===== config.mk =====
export PLATFORM = sky130hd
export DESIGN_NAME = fetch_unit
export DESIGN_NICKNAME = d
export VERILOG_FILES = /design/src/rtl/sys_defs.sv /design/src/rtl/fetch_buffer.sv /design/src/rtl/fetch_unit.sv
export SDC_FILE = /design/constraint.sdc
export NUM_CORES = 1
export LEC_CHECK = 0
export ABC_AREA = 1
export BUFFER_PORTS_ARGS = -buffer_cell sky130_fd_sc_hd__buf_2
export CAP_MARGIN = 5
export CORE_ASPECT_RATIO = 0.7
export CORE_MARGIN = 5
export CORE_UTILIZATION = 62
export DETAILED_ROUTE_END_ITERATION = 8
export PLACE_DENSITY = 0.93
export RECOVER_POWER = 25
export SKIP_CTS_REPAIR_TIMING = 1
export SYNTH_ARGS = -nofsm -noshare
export SYNTH_HDL_FRONTEND = slang
export SYNTH_HIERARCHICAL = 1
export SYNTH_SLANG_ARGS = --single-unit

===== constraint.sdc =====
create_clock -name clock -period 13 [get_ports clock]
set_input_delay 0 -clock clock [delete_from_list [all_inputs] [get_ports clock]]
set_output_delay 0 -clock clock [all_outputs]
set_load 0.1 [all_outputs]

===== src/rtl/sys_defs.sv =====
// Shared definitions for the instruction-fetch slice.
//   XLEN             : machine word / address width
//   DEFAULT_FB_DEPTH : default number of fetch-buffer entries
//   IF_PACKET        : fetch-to-decode packet {valid, inst, pc, npc}
//   align_word       : clears the byte-offset bits of an address
package sys_defs;

   localparam int XLEN = 32;
   localparam int DEFAULT_FB_DEPTH = 4;

   typedef struct packed {
      logic            valid;
      logic [31:0]     inst;
      logic [XLEN-1:0] pc;
      logic [XLEN-1:0] npc;
   } IF_PACKET;

   // Instructions are word aligned, so the low two address bits are dropped.
   function automatic logic [XLEN-1:0] align_word(input logic [XLEN-1:0] addr);
      return {addr[XLEN-1:2], 2'b00};
   endfunction

endpackage


===== src/rtl/fetch_buffer.sv =====
// In-order fetch buffer holding {pc, inst} pairs between the I-cache and decode.
// Ports:
//   clock, reset      : rising-edge clock, asynchronous active-low reset
//   flush             : discard every entry (takes priority over push/pop)
//   push, push_pc,
//   push_inst         : write one entry at the tail
//   pop               : retire the head entry
//   head_pc, head_inst: contents of the head entry (meaningless when empty)
//   count             : number of occupied entries
//   empty, full       : occupancy flags
module fetch_buffer
   import sys_defs::*;
#(
   parameter int DEPTH = DEFAULT_FB_DEPTH
)(
   input  logic                     clock,
   input  logic                     reset,
   input  logic                     flush,
   input  logic                     push,
   input  logic [XLEN-1:0]          push_pc,
   input  logic [31:0]              push_inst,
   input  logic                     pop,
   output logic [XLEN-1:0]          head_pc,
   output logic [31:0]              head_inst,
   output logic [$clog2(DEPTH):0]   count,
   output logic                     empty,
   output logic                     full
);

   localparam int PTR_W = $clog2(DEPTH);
   localparam int CNT_W = PTR_W + 1;
   localparam logic [CNT_W-1:0] FULL_COUNT = CNT_W'(DEPTH);

   logic [XLEN-1:0]  pc_mem   [DEPTH];
   logic [31:0]      inst_mem [DEPTH];
   logic [PTR_W-1:0] head;
   logic [PTR_W-1:0] tail;

   // Storage needs no reset: entries are only observed through head/count.
   always_ff @(posedge clock) begin
      if (push && !flush) begin
         pc_mem[tail]   <= push_pc;
         inst_mem[tail] <= push_inst;
      end
   end

   // Pointers are a power-of-two width, so incrementing wraps on its own.
   always_ff @(posedge clock or negedge reset) begin
      if (!reset) begin
         head  <= '0;
         tail  <= '0;
         count <= '0;
      end else if (flush) begin
         head  <= '0;
         tail  <= '0;
         count <= '0;
      end else begin
         if (push) tail <= tail + 1'b1;
         if (pop)  head <= head + 1'b1;
         case ({push, pop})
            2'b10:   count <= count + 1'b1;
            2'b01:   count <= count - 1'b1;
            default: count <= count;
         endcase
      end
   end

   assign head_pc   = pc_mem[head];
   assign head_inst = inst_mem[head];
   assign empty     = (count == '0);
   assign full      = (count == FULL_COUNT);

endmodule


===== src/rtl/fetch_unit.sv =====
// Instruction-fetch stage sitting in front of the instruction cache.
// Ports:
//   clock, reset           : rising-edge clock, asynchronous active-low reset
//   Icache2proc_data/valid : cache response for the current fetch address
//   proc2Icache_addr       : registered fetch PC presented to the cache
//   branch_redirect_en,
//   branch_target_pc       : flush the buffer and restart fetch at the target
//   id_ready               : decode accepts the head instruction
//   if_packet_valid, if_inst,
//   if_pc, if_npc          : head instruction handed to decode
//   fb_count               : fetch-buffer occupancy
//   if_miss_cycles         : saturating count of cache-miss cycles not caused by backpressure
module fetch_unit
   import sys_defs::*;
#(
   parameter int              FB_DEPTH = DEFAULT_FB_DEPTH,
   parameter logic [XLEN-1:0] RESET_PC = '0
)(
   input  logic                       clock,
   input  logic                       reset,
   input  logic [XLEN-1:0]            Icache2proc_data,
   input  logic                       Icache2proc_valid,
   output logic [XLEN-1:0]            proc2Icache_addr,
   input  logic                       branch_redirect_en,
   input  logic [XLEN-1:0]            branch_target_pc,
   input  logic                       id_ready,
   output logic                       if_packet_valid,
   output logic [31:0]                if_inst,
   output logic [XLEN-1:0]            if_pc,
   output logic [XLEN-1:0]            if_npc,
   output logic [$clog2(FB_DEPTH):0]  fb_count,
   output logic [31:0]                if_miss_cycles
);

   logic [XLEN-1:0] fetch_pc;
   logic [XLEN-1:0] head_pc;
   logic [31:0]     head_inst;
   logic            fb_empty;
   logic            fb_full;
   logic            push;
   logic            pop;
   logic            has_room;
   logic            miss;
   IF_PACKET        head_packet;

   // A pop frees a slot in the same edge, so a full buffer can still accept a hit.
   assign has_room = !fb_full || pop;
   assign pop      = if_packet_valid && id_ready;
   assign push     = Icache2proc_valid && !branch_redirect_en && has_room;
   assign miss     = !Icache2proc_valid && !branch_redirect_en && has_room;

   fetch_buffer #(
      .DEPTH(FB_DEPTH)
   ) buffer (
      .clock    (clock),
      .reset    (reset),
      .flush    (branch_redirect_en),
      .push     (push),
      .push_pc  (fetch_pc),
      .push_inst(Icache2proc_data[31:0]),
      .pop      (pop),
      .head_pc  (head_pc),
      .head_inst(head_inst),
      .count    (fb_count),
      .empty    (fb_empty),
      .full     (fb_full)
   );

   // Fetch PC: redirect wins; otherwise advance only when the word was captured,
   // so a miss or a full buffer keeps re-presenting the same address.
   always_ff @(posedge clock or negedge reset) begin
      if (!reset) begin
         fetch_pc <= RESET_PC;
      end else if (branch_redirect_en) begin
         fetch_pc <= align_word(branch_target_pc);
      end else if (push) begin
         fetch_pc <= fetch_pc + XLEN'(4);
      end
   end

   // Miss counter sticks at all-ones instead of wrapping.
   always_ff @(posedge clock or negedge reset) begin
      if (!reset) begin
         if_miss_cycles <= '0;
      end else if (miss && (if_miss_cycles != 32'hFFFF_FFFF)) begin
         if_miss_cycles <= if_miss_cycles + 32'd1;
      end
   end

   // Head packet: the valid bit is killed during a redirect so decode never
   // consumes a wrong-path instruction; payload is zeroed whenever the buffer is empty.
   always_comb begin
      head_packet       = '0;
      head_packet.valid = !fb_empty && !branch_redirect_en;
      if (!fb_empty) begin
         head_packet.inst = head_inst;
         head_packet.pc   = head_pc;
         head_packet.npc  = head_pc + XLEN'(4);
      end
   end

   assign proc2Icache_addr = fetch_pc;
   assign if_packet_valid  = head_packet.valid;
   assign if_inst          = head_packet.inst;
   assign if_pc            = head_packet.pc;
   assign if_npc           = head_packet.npc;

endmodule


==> results of run 1 <==
cell type report:
class / instances / share of cell area, %
clock buffers: 34 / 4.216
clock inverters: 21 / 1.280
inverters: 139 / 2.822
multi-input cells: 1196 / 29.18
flip-flops and latches: 325 / 50.45
well taps: 325 / 2.178
repair buffers: 305 / 9.879
cells in the final DEF (no fill, tap or decap), drive strengths merged, types with 2 or more instances in the layout:
cell,synthesis,layout
a21oi,11,11
a22oi,3,3
a31oi,4,4
buf,45,207
bufinv,0,5
clkbuf,26,66
clkinv,0,13
clkinvlp,0,2
conb,1,10
dfrtp,69,69
dlygate4sd3,0,66
edfxtp,256,256
ha,7,7
inv,139,140
nand2,414,414
nand3,69,69
nand3b,17,17
nand4,12,12
nor2,373,373
nor3,18,18
o211ai,4,4
o21a,2,2
o21ai,163,163
o22ai,66,66
xnor2,9,9
xor2,10,10
per-layer routing:
layer	GRT usage (%)	vias to the layer above
met5	0	-
met4	6.840	0
met3	7.692	109
li1	-	6307
met2	47.37	1128
met1	44.97	6561
flip-flops by register name, indices dropped and copies added, names as in the netlist:
register          cells
buffer/pc_mem       128
buffer/count          3
proc2Icache_addr     30
if_miss_cycles       32
buffer/inst_mem     128
buffer/head           2
buffer/tail           2
power by group through the flow:
stage	Combinational [uW]	Sequential (uW)	Clock [uW]
detailed placement	1550	1270	0
finish	1590	1250	923
global route	1640	1260	968
global placement	1530	1260	0
CTS	1550	1250	917
floorplan	1140	1410	0
critical path, delay by kind of cell (launching register included):
kind / cells / cell delay [ns]
buffers and inverters: 4 / 1.83
AND/OR/NAND/NOR: 8 / 1.35
flip-flops: 1 / 0.72
AO/OA/AOI/OAI: 1 / 0.38
adder cells (fa/ha/maj): 1 / 0.28
worst max path at each step:
stage / startpoint / endpoint / slack, ns
CTS: buffer/head[0] / if_npc[20] / 7.95
finish: buffer/head[0] / if_npc[22] / 7.80
global route: buffer/head[0] / if_npc[20] / 7.58
floorplan: buffer/count[0] / buffer/inst_mem[0][0] / 7.18
global placement: buffer/head[0] / if_npc[20] / 8.64
detailed placement: buffer/head[0] / if_npc[20] / 8.53
per-stage QoR:
stage	cells	hold slack [ns]	utilization (%)	total power, uW
after global placement	2224	0.2107	68.46	2789
after detailed placement	2224	0.2140	68.46	2811
after CTS	2279	-0.3412	72.58	3716
after floorplan	1731	-0.2956	-	2548
final	2345	0.02372	75.08	3760
after global routing	2345	0.02664	75.08	3864
cell families (layout without fill, tap and decap cells):
logic type      Yosys count  in the layout  synth area share [%]
other cells               1             10               0.02379
simple gates            903            903                 23.40
fa+ha+maj                 8              8                0.6827
compound gates          256            256                 8.908
buf+inv                 210            499                 6.145
xor+xnor                 19             19                 1.104
flops                   325            325                 59.73
==> flow_summary.yaml, run 1 <==
run_status:
  status: "finished clean"
power_and_ir_drop:
  ir_drop_v: 0.0002201
  power_frac_seq_pct: 33.3
  internal-power_uw: 1923
  power_frac_comb_pct: 42.2
  switchingPower_uw: 1836
  clkPwrFrac_pct: 24.5
  p_leak_uw: 0.007775
  swShare_pct: 48.84
  power_density_nw_per_um2: 201.4
setup_path:
  critPathArrivalTime_ns: 5.20
  cp_cell_sequence: "inv_4 -> buf_4 -> nor2_1 -> o22ai_1 -> ha_1 -> nand2_1 -> inv_1 -> nand2_1 -> nor2_1 -> nand4_1 -> nor2_1 -> nor2_1 -> nor2_1 -> buf_2"
  reg2reg_depth: 9
  slowest_stage: "dfrtp_4"
  cpPeakStageDelay_ns: 0.72
  crit_required_ns: 13.00
  cp_common_cell: "nor2_1"
  cp-start-kind: "register"
  r2r_setup_slack_ns: 9.67
  timing.rr.end: "buffer/inst_mem[2][28]"
  cp_max_fo: 72
  critical_path_class: "register to primary output"
  timing.rr.start: "buffer/count[1]"
  critPathCaptureType: "primary output"
route:
  met3WireLength_um: 7214
  viasPerCell: 6.015
  top_layer_used: "met4"
  wl_met1_um: 17760
  drt_iter0_markers: 1862
  vias: 14110
  drc: 0
  wire_per_inst_um: 20.13
  drtPass1Iterations: 8
  drt-total-wl_um: 47210
  ant_nets: 0
  met2_length_um: 21280
logic_synthesis:
  synth_area_per_cell_um2: 9.152
  synth_commonest_cells: "406 x nand2_1, 362 x nor2_1, 256 x edfxtp_1"
  synth_edf_count: 256
  yosysMostFrequentCell: "nand2_1"
  synth_flop_cell: "edfxtp_1"
  synth_cell_types: 40
  synthCells: 1722
  synthTopCellsByArea: "edfxtp_1 49%, dfrtp_1 11%, nand2_1 9.7%"
  yosysTopAreaCellShare_pct: 48.78
  yosys.area.top_type: "edfxtp_1"
  async_flop_share_pct: 21.23
  netlist_area_um2: 15760
  yosysWarnings: 6
  synth_seq_cells: 325
  yosysSeqAreaShare_pct: 59.73
timing:
  slew_viol_final: 0
  timing.final.crit_share_pct: 39.96
  fin_setup_tns_ns: 0
  finalHoldViolations: 0
  min_period_ns: 5.195
  timing.fmax_mhz: 192.5
  final-setup-viol-count: 0
  timing.final.ws_setup_ns: 7.805
  skew_ns: 0.01234
  rsz0062_at_grt: "false"
  slew_headroom_pct: 34.89
  worstMarginPinSlew_ns: 0.9767
place:
  io_buffer_count: 228
  hpwl_um: 29240
  place_ws_ns: 8.527
  gp_congestion: 0.9567
  dpl_cell_area_um2: 17020
global_route:
  grt_start_max_net_pins: 83
  antenna_found_initial: 1
  grt_pass1_wl_um: 70020
  grt_overflow: 0
  first_global_vias: 12620
  grt_use_total_pct: 30.69
worst_hold_path:
  holdPathEnd: "proc2Icache_addr[3]"
  hp-class: "input pin to register"
  hold_depth: 3
  hold_start: "branch_redirect_en"
floorplanning:
  coreArea_um2: 24860
  die_h_um: 143.4
  start_util_pct: 63.39
  die_w_um: 200.6
  ioPinCount: 233
  fp.dieArea_um2: 28760
  rows: 48
clocking:
  cts_tree: "built"
  clk_pin_slew_ns: 0.07
  htreeDepth: 1
  clock_path_buffers: 3
  clkLatencyLatePin_ns: 0.55
  root_buffer: "clkbuf_16"
  cts_num_sinks: 325
  numCtsBuffers: 30
cells_and_area:
  seq_area_um2: 9418
  final_cell_area_um2: 18670
  nets: 2074
  nFillCells: 1566
  area_growth_pct: 18.45
  antennaDiodeCount: 0
  multi_input_area_um2: 5446
  drive_gt1_share_pct: 14.50
flow_run:
  maxCapViolCount: 0
Note: power is estimated with default switching activity, not from simulation.
==> run 2, diff against run 1 <==
- CORE_UTILIZATION: 62 -> 58
- PLACE_DENSITY: 0.93 -> 0.88
- clock period: 13 -> 5.25 ns (I/O delays scaled with it)
==> run 2 against run 1 <==
Clock skew is 0.0020 ns higher. Global-route usage is 2.9 points lower. The flow now finishes with violations (negative hold slack). Worst setup slack worse by 7.1 ns. Sequential cell count stayed put. Wire length is 3.7% lower. Power is 140% higher. Sequential share of layout area is 0.054 points higher. Highest routed layer unchanged. Count of clock-buffer cells in the layout is 4 higher. Combinational power is 150% higher. Non-clock buffer count is 3 higher. Critical path type unchanged. Hold slack worse by 0.044 ns. Design area hardly changed.
==> flow_summary.yaml, run 2 (synthesis gave the netlist of run 1 again) <==
setup_path:
  timing.rr.end: "buffer/inst_mem[1][12]"
  r2r_setup_slack_ns: 1.46
  critical_path_class: "register to primary output"
  cp_max_fo: 100
  cp_common_cell: "nor2_1"
  reg2reg_depth: 10
  slowest_stage: "buf_4"
  crit_required_ns: 5.25
  critPathCaptureType: "primary output"
  cpPeakStageDelay_ns: 0.81
  cp-start-kind: "register"
  critPathArrivalTime_ns: 4.55
  cp_cell_sequence: "buf_4 -> o21ai_0 -> o22ai_1 -> ha_1 -> nand2_1 -> inv_1 -> nand2_1 -> nor2_1 -> buf_4 -> nand4_1 -> nor2_1 -> nor2_1 -> nor2_1 -> buf_2"
  timing.rr.start: "buffer/count[0]"
timing:
  final-setup-viol-count: 0
  timing.fmax_mhz: 219.8
  rsz0062_at_grt: "false"
  finalHoldViolations: 5
  slew_viol_final: 0
  fin_hold_ws_ns: -0.02033
  skew_ns: 0.01437
  worstMarginPinSlew_ns: 0.9724
  slew_headroom_pct: 35.18
  min_period_ns: 4.549
  timing.final.crit_share_pct: 86.66
clocking:
  cts_tree: "built"
  htreeDepth: 1
  clock_path_buffers: 3
  cts_num_sinks: 325
  root_buffer: "clkbuf_16"
  clkLatencyLatePin_ns: 0.55
  clk_pin_slew_ns: 0.07
  numCtsBuffers: 30
cells_and_area:
  final_common_cell: "nand2_1"
  reg_top3: "buffer/inst_mem (128), buffer/pc_mem (128), if_miss_cycles (32)"
  final_cell_area_um2: 18650
  final_util_pct: 69.65
  nFillCells: 1957
  mostFrequentLayoutCells: "406 x nand2_1, 358 x nor2_1, 256 x edfxtp_1, 196 x buf_2, 130 x inv_1"
  antennaDiodeCount: 0
  drive_gt1_share_pct: 14.46
  multi_input_area_um2: 5446
  area_growth_pct: 18.34
  stdcell_count: 2384
  nets: 2077
  seq_area_um2: 9419
worst_hold_path:
  hold_start: "id_ready"
  hp-class: "input pin to register"
  holdPathEnd: "proc2Icache_addr[17]"
  hold_depth: 6
power_and_ir_drop:
  power_density_nw_per_um2: 485.5
  internal-power_uw: 4567
  ir_drop_v: 0.0005500
  p_leak_uw: 0.007722
  total_power_uw: 9055
  clkPwrFrac_pct: 22.7
  swShare_pct: 49.56
  switchingPower_uw: 4488
  power_frac_seq_pct: 34.0
  power_frac_comb_pct: 43.3
run_status:
  failed_checks: "negative hold slack"
  status: "finished, violations left"
route:
  ant_nets: 0
  vias: 13620
  wire_per_inst_um: 19.07
  viasPerCell: 5.713
  drt_iter0_markers: 1610
  drt-total-wl_um: 45460
  drtPass1Iterations: 5
  drc: 0
place:
  dpl.cell_count: 2267
  dpl_cell_area_um2: 17140
  hpwl_um: 29750
  io_buffer_count: 228
  gp_congestion: 0.9425
floorplanning:
  rows: 50
  ioPinCount: 233
  start_util_pct: 58.86
  coreArea_um2: 26780
  die_w_um: 207.0
  fp.dieArea_um2: 30620
  die_h_um: 147.9
flow_run:
  maxCapViolCount: 0
global_route:
  grt_pass1_wl_um: 68420
  grt_overflow: 0
  grt_use_total_pct: 27.77
  grt_start_max_net_pins: 101
  antenna_found_initial: 0
  first_global_vias: 12340
[run 2: worst max-delay path by stage]
stage | from | end | slack [ns] | cells past startpoint
2_1_floorplan | buffer/count[0] | buffer/inst_mem[0][0] | -0.57 | 8
3_3_place_gp | buffer/head[0] | if_npc[22] | 1.48 | 14
3_5_place_dp | buffer/head[0] | if_npc[22] | 1.39 | 10
4_1_cts | buffer/head[0] | if_npc[22] | 0.82 | 10
5_1_grt | buffer/head[0] | if_npc[22] | 0.42 | 14
6_report | buffer/head[0] | if_npc[22] | 0.70 | 14
[run 2: final cells by class]
| cell class | instances | share of cell area (%) |
|---|---|---|
| Sequential cell | 325 | 50.50 |
| Multi-Input combinational cell | 1196 | 29.20 |
| Timing Repair Buffer | 308 | 10.20 |
| Clock buffer | 38 | 4.300 |
| Inverter | 139 | 2.824 |
| Tap cell | 364 | 2.442 |
| Clock inverter | 14 | 0.5300 |
[run 2: power groups by stage]
stage / clock network [uW] / logic (uW) / registers (uW)
after floorplan: 0 / 2830 / 3480
after global placement: 0 / 3820 / 3110
after detailed placement: 0 / 3850 / 3130
after CTS: 2050 / 3860 / 3070
after global routing: 2170 / 4070 / 3100
final: 2050 / 3920 / 3080
[run 2: layer usage]
layer | up-vias | wire [um] | part of all wire, % | global-route usage, %
met3 | 50 | 5894 | 13 | 7.276
met5 | - | 0 | 0 | 0
li1 | 6312 | - | - | -
met1 | 6406 | 18590 | 41 | 41.96
met4 | 0 | 555 | 1.2 | 3.634
met2 | 851 | 20420 | 45 | 42.16
[run 2: worst max-delay path, delay by kind of cell, from the launching register on]
family                     cells  cell delay (ns)
buffers and inverters          4             1.51
DFF                            1             0.62
AOI/OAI and AO/OA              2             0.67
and+or+nand+nor                7             0.85
adders and majority gates      1             0.27
[run 2: through the flow]
step	TNS (ns)	setup WS, ns
after CTS	0	0.8174
final	0	0.7006
after global routing	0	0.4231
after detailed placement	0	1.388
after global placement	0	1.476
after floorplan	-146.86	-0.5737
